==> src/rtl/mem_access_unit_if.sv <==
// mem_access_unit_if: request/response and data-memory bus of the load/store unit.
// master: drives start/isStore/op/addr/storeData and memReadData (processor + memory side)
// slave:  the unit; drives busy/done/fault/loadData and memAddress/memWriteData/memWrite/memRead
interface mem_access_unit_if;
  logic        start;
  logic        isStore;
  logic [2:0]  op;
  logic [31:0] addr;
  logic [31:0] storeData;
  logic        busy;
  logic        done;
  logic        fault;
  logic [31:0] loadData;
  logic [31:0] memAddress;
  logic [31:0] memWriteData;
  logic        memWrite;
  logic        memRead;
  logic [31:0] memReadData;
  modport master (
    output start, isStore, op, addr, storeData, memReadData,
    input  busy, done, fault, loadData, memAddress, memWriteData, memWrite, memRead
  );
  modport slave (
    input  start, isStore, op, addr, storeData, memReadData,
    output busy, done, fault, loadData, memAddress, memWriteData, memWrite, memRead
  );
endinterface

==> src/rtl/mem_access_unit.sv <==
// mem_access_unit: byte/half/word load-store initiator with read-modify-write sub-word stores.
// Ports: clock, reset_n (async active-low), bus (mem_access_unit_if.slave: request in,
// busy/done/fault/loadData out, memAddress/memWriteData/memWrite/memRead out, memReadData in).
module mem_access_unit (
  input logic              clock,
  input logic              reset_n,
  mem_access_unit_if.slave bus
);
  localparam logic [2:0] IDLE = 3'd0, READ = 3'd1, WRITE = 3'd2, DONE = 3'd3, FAULT = 3'd4;
  logic [2:0]  state_q, state_d, op_q;
  logic        st_q;
  logic [31:0] addr_q, sdata_q, word_q, load_q, load_d, mask, merged;
  logic [4:0]  sh;
  logic [15:0] lane;
  logic        illegal, misaligned;
  always_comb begin
    illegal    = bus.isStore ? (bus.op > 3'd2) : (bus.op == 3'd3 || bus.op[2:1] == 2'b11);
    misaligned = (bus.op[1:0] == 2'd1 && bus.addr[0]) || (bus.op[1:0] == 2'd2 && bus.addr[1:0] != 2'd0);
    state_d = state_q == IDLE  ? (!bus.start ? IDLE :
                                  (illegal || misaligned) ? FAULT :
                                  (bus.isStore && bus.op[1:0] == 2'd2) ? WRITE : READ) :
              state_q == READ  ? (st_q ? WRITE : DONE) :
              state_q == WRITE ? DONE : IDLE;
    // lane shift: byte lanes step by 8 bits, halfword lanes by 16; zero for words
    sh     = op_q[1:0] == 2'd0 ? {addr_q[1:0], 3'b000} : {addr_q[1], 4'b0000};
    mask   = (op_q[1:0] == 2'd0 ? 32'h0000_00FF : 32'h0000_FFFF) << sh;
    merged = op_q[1:0] == 2'd2 ? sdata_q : (word_q & ~mask) | ((sdata_q << sh) & mask);
    lane   = 16'(bus.memReadData >> sh);
    // op[2] selects zero extension (lbu/lhu)
    load_d = op_q[1:0] == 2'd2 ? bus.memReadData :
             op_q[1:0] == 2'd1 ? {{16{~op_q[2] & lane[15]}}, lane} :
                                 {{24{~op_q[2] & lane[7]}}, lane[7:0]};
  end
  always_ff @(posedge clock or negedge reset_n) begin
    if (!reset_n) begin
      state_q <= IDLE;
      op_q    <= '0;
      st_q    <= 1'b0;
      addr_q  <= '0;
      sdata_q <= '0;
      word_q  <= '0;
      load_q  <= '0;
    end else begin
      state_q <= state_d;
      if (state_q == IDLE && bus.start) begin
        op_q    <= bus.op;
        st_q    <= bus.isStore;
        addr_q  <= bus.addr;
        sdata_q <= bus.storeData;
      end
      if (state_q == READ) begin
        word_q <= bus.memReadData;
        if (!st_q) load_q <= load_d;
      end
    end
  end
  // strobes decode from state alone, so reset drops them immediately
  assign bus.busy         = state_q != IDLE;
  assign bus.done         = state_q == DONE || state_q == FAULT;
  assign bus.fault        = state_q == FAULT;
  assign bus.memRead      = state_q == READ;
  assign bus.memWrite     = state_q == WRITE;
  assign bus.memAddress   = (state_q == READ || state_q == WRITE) ? {addr_q[31:2], 2'b00} : 32'h0;
  assign bus.memWriteData = state_q == WRITE ? merged : 32'h0;
  assign bus.loadData     = load_q;
endmodule

==> src/flat_wrapper.sv <==
// flat-port wrapper written by rule: the top's interface ports become plain ports
module mem_access_unit_flat 
  (clock, reset_n, bus_start, bus_isStore, bus_op, bus_addr, bus_storeData, bus_memReadData, bus_busy, bus_done, bus_fault, bus_loadData, bus_memAddress, bus_memWriteData, bus_memWrite, bus_memRead);
  mem_access_unit_if bus_i ();
  input logic clock;
  input logic reset_n;
  input wire logic [$bits(bus_i.start)-1:0] bus_start;
  input wire logic [$bits(bus_i.isStore)-1:0] bus_isStore;
  input wire logic [$bits(bus_i.op)-1:0] bus_op;
  input wire logic [$bits(bus_i.addr)-1:0] bus_addr;
  input wire logic [$bits(bus_i.storeData)-1:0] bus_storeData;
  input wire logic [$bits(bus_i.memReadData)-1:0] bus_memReadData;
  output wire logic [$bits(bus_i.busy)-1:0] bus_busy;
  output wire logic [$bits(bus_i.done)-1:0] bus_done;
  output wire logic [$bits(bus_i.fault)-1:0] bus_fault;
  output wire logic [$bits(bus_i.loadData)-1:0] bus_loadData;
  output wire logic [$bits(bus_i.memAddress)-1:0] bus_memAddress;
  output wire logic [$bits(bus_i.memWriteData)-1:0] bus_memWriteData;
  output wire logic [$bits(bus_i.memWrite)-1:0] bus_memWrite;
  output wire logic [$bits(bus_i.memRead)-1:0] bus_memRead;
  assign bus_i.start = bus_start;
  assign bus_i.isStore = bus_isStore;
  assign bus_i.op = bus_op;
  assign bus_i.addr = bus_addr;
  assign bus_i.storeData = bus_storeData;
  assign bus_i.memReadData = bus_memReadData;
  assign bus_busy = bus_i.busy;
  assign bus_done = bus_i.done;
  assign bus_fault = bus_i.fault;
  assign bus_loadData = bus_i.loadData;
  assign bus_memAddress = bus_i.memAddress;
  assign bus_memWriteData = bus_i.memWriteData;
  assign bus_memWrite = bus_i.memWrite;
  assign bus_memRead = bus_i.memRead;
  mem_access_unit u_core (.clock(clock), .reset_n(reset_n), .bus(bus_i));
endmodule
==> config.mk <==
export PLATFORM = sky130hd
export DESIGN_NAME = mem_access_unit_flat
export DESIGN_NICKNAME = d
export VERILOG_FILES = /design/src/rtl/mem_access_unit_if.sv /design/src/rtl/mem_access_unit.sv /design/src/flat_wrapper.sv
export SDC_FILE = /design/constraint.sdc
export NUM_CORES = 1
export LEC_CHECK = 0
export ABC_AREA = 0
export ABC_CLOCK_PERIOD_IN_PS = 3130
export CORE_MARGIN = 3
export CORE_UTILIZATION = 50
export CTS_CLUSTER_DIAMETER = 80
export CTS_CLUSTER_SIZE = 25
export DETAILED_ROUTE_END_ITERATION = 10
export GPL_TIMING_DRIVEN = 1
export PLACE_DENSITY = 0.89
export SLEW_MARGIN = 20
export SYNTH_ARGS = -nofsm -noshare
export SYNTH_HDL_FRONTEND = slang
export SYNTH_SLANG_ARGS = --single-unit
==> constraint.sdc <==
create_clock -name clock -period 3.13 [get_ports clock]
set_clock_uncertainty 0.2 [all_clocks]
set_input_delay 0.626 -clock clock [delete_from_list [all_inputs] [get_ports clock]]
set_output_delay 0.626 -clock clock [all_outputs]
set_load 0.02 [all_outputs]
==> impl_metrics.json <==
{
  "status": "finished clean",
  "syn2layout_area_growth_pct": 41.06,
  "nFillCells": 896,
  "max_freq_mhz": 324.2,
  "clk_pin_slew_ns": 0.05,
  "grt_pass1_vias": 5890,
  "crit_type": "flop to output pin",
  "die-width_um": 122.4,
  "slew_headroom_pct": 55.93,
  "grt.total_usage_pct": 28.50,
  "globalplace.congestion": 0.8798,
  "synthArstFlopShare_pct": 100.0,
  "leakage_nw": 4.096,
  "grt_pass1_wl_um": 32380,
  "antenna_found_initial": 0,
  "synth_compound_area_share_pct": 11.03,
  "h-tree-depth": 4,
  "die_h_um": 122.4,
  "vias_per_cell": 5.700,
  "synth_area_um2": 6774,
  "cts_made_buffers": 17,
  "yosys_warnings": 0,
  "synth-simple-area-share_pct": 14.06,
  "cts_sinks": 135,
  "worst_slack_ns": 0.04560,
  "crit_fanout": 12,
  "endpoint_kind": "output pin",
  "port-buffer-count": 201,
  "ys_types": 52,
  "wl_um": 20560,
  "boundaryPins": 204,
  "dp_hpwl_um": 15050,
  "yosys.area.top_type": "dfrtp_1",
  "synth_adder_area_share_pct": 0,
  "finalSetupViolCount": 0,
  "synth_top_family_by_area": "multiplexers",
  "synth_mux_area_share_pct": 21.54,
  "drv_slew": 0,
  "post_cts_buffers": 0,
  "ant_nets": 0,
  "start_kind": "flop",
  "max-vdd-ir-drop_mv": 0.6495,
  "cts_max_path_buffers": 2,
  "ff2ff_path_depth": 5,
  "synth_edf_count": 0,
  "std_cell_rows": 41,
  "n_antenna_cell": 0,
  "synth_area_leaders": "dfrtp_1, mux2_2, mux2i_1, nor2b_1, nor2_1",
  "nNetsFinal": 915,
  "clockRootBuffer": "clkbuf_16",
  "cap_violations": 0,
  "finalCritPeriodShare_pct": 98.54,
  "start_util_pct": 52.40,
  "final_common_cell": "clkdlybuf4s50_1",
  "layout_common_cells": "clkdlybuf4s50_1, dfrtp_1, mux2_2",
  "pre_cts_slack_ns": 0.05765,
  "core_area_um2": 12930,
  "drtPass1Iterations": 5,
  "vias": 5683,
  "critical_path_arrival_ns": 2.26,
  "drtIter0Drc": 476,
  "ys_ff_latch": 135,
  "cp.required_ns": 2.30,
  "rsz0062_at_grt": "yes",
  "hold_path_depth": 2,
  "hold_viol_final": 0,
  "cts_tree": "built",
  "synth-main-ff-cell": "dfrtp_1",
  "dieArea_um2": 14980,
  "syn_area_per_cell_um2": 11.07,
  "final_cells": 997,
  "synth.top_cell.area_share_pct": 49.87,
  "placed_cells": 964,
  "hold_path_class": "flop to flop",
  "grt_remaining_overflow": 0,
  "grt_max_degree": 55,
  "period_needed_ns": 3.084,
  "ys_seq_area_share_pct": 49.87,
  "worst_pin_slew_ns": 0.6550,
  "final_layout_size_suffix_gt1_share_pct": 27.15,
  "drc_errors": 0,
  "synthXorXnorAreaFrac_pct": 0,
  "wl_per_cell_um": 20.62,
  "clk_latency_ns": 0.42,
  "utilization_pct": 73.92,
  "p_per_area_nw_per_um2": 1180,
  "postSynthCellCount": 612
}
[final cells by class]
cell class,instances,area (µm²),share of cell area (%)
sequential,135,3378,35.35
clock buffer,22,454.2,4.753
tap,172,215.2,2.252
timing repair buffer,225,2066,21.62
multi-input combinational,429,3252,34.03
inverter,4,15.01,0.1571
clock inverter,10,175.2,1.833
[flip-flops by register name, indices dropped and copies added, names as in the netlist]
signal,flops
u_core.bus.loadData,32
u_core.word_q,32
u_core.sdata_q,32
u_core.st_q,1
u_core.state_q,3
u_core.addr_q,32
u_core.op_q,3
[report_power, final]
group	switching (mW)	internal (mW)
Clock	0.725	1.43
Sequential	0.654	2.65
Combinational	3.17	2.64
[per-layer routing]
metal | up-vias | GRT usage [%] | wire [µm]
met2 | 292 | 45.83 | 9927
met1 | 2765 | 36.89 | 8251
li1 | 2585 | - | -
met4 | 0 | 10.08 | 539
met5 | - | 0 | 0
met3 | 41 | 8.479 | 1836
[what timing repair did]
action,4_1_cts,5_1_grt
hold buffers,1,0
gates resized for setup,94,54
hold endpoints to repair,45,0
endpoints found under the setup margin,62,31
[kinds of logic after synthesis]
family	after synthesis
AOI/OAI and AO/OA	104
and+or+nand+nor	192
muxes	131
buffers and inverters	49
other	1
DFF	135
[worst paths after layout]
| check | to | slack, ns | from |
|---|---|---|---|
| max | bus_memWriteData[31] | 0.05 | u_core.op_q[1]$_DFFE_PN0P_ |
| min | u_core.bus.loadData[0]$_DFFE_PN0P_ | 0.29 | u_core.bus.loadData[0]$_DFFE_PN0P_ |
| max reg2reg | u_core.bus.loadData[25]$_DFFE_PN0P_ | 0.55 | u_core.state_q[1]$_DFF_PN0_ |
| min reg2reg | u_core.bus.loadData[0]$_DFFE_PN0P_ | 0.29 | u_core.bus.loadData[0]$_DFFE_PN0P_ |
| max in group asynchronous | u_core.bus.loadData[26]$_DFFE_PN0P_ | 1.43 | reset_n |
| min in group asynchronous | u_core.bus.loadData[4]$_DFFE_PN0P_ | 0.50 | reset_n |
[worst max-delay path, cell delays in order, from the launching register on]
cell	delay (ns)
dfrtp_1	0.38
buf_4	0.18
nor3b_2	0.28
mux2i_1	0.30
a211oi_1	0.11
a31o_2	0.25
dlygate4sd2_1	0.32
[stage by stage]
stage                     cell area [µm²]  total power, mW  TNS [ns]  hold slack (ns)
after floorplan                      6778            6.851         0           0.1304
after global placement               8992            9.070         0           0.2825
after detailed placement             8992            9.257         0           0.2871
after CTS                            9607            11.25  -0.06498           0.3003
after global routing                 9555            11.92  -0.03762           0.3059
final                                9555            11.27         0           0.2934
[synthesized netlist by cell type, drive strengths merged (2+ instances only)]
master / n
o31ai: 10
nand3: 7
and2: 7
nand2b: 4
nor3: 36
o21ai: 27
o21bai: 2
nor2b: 34
a211oi: 9
o221ai: 7
dfrtp: 135
mux2: 105
buf: 25
a31o: 8
nor2: 51
nor3b: 3
clkbuf: 20
mux2i: 25
a21oi: 26
o22ai: 7
nand2: 43
inv: 3
or3: 3
Note: power is estimated with default switching activity, not from simulation.
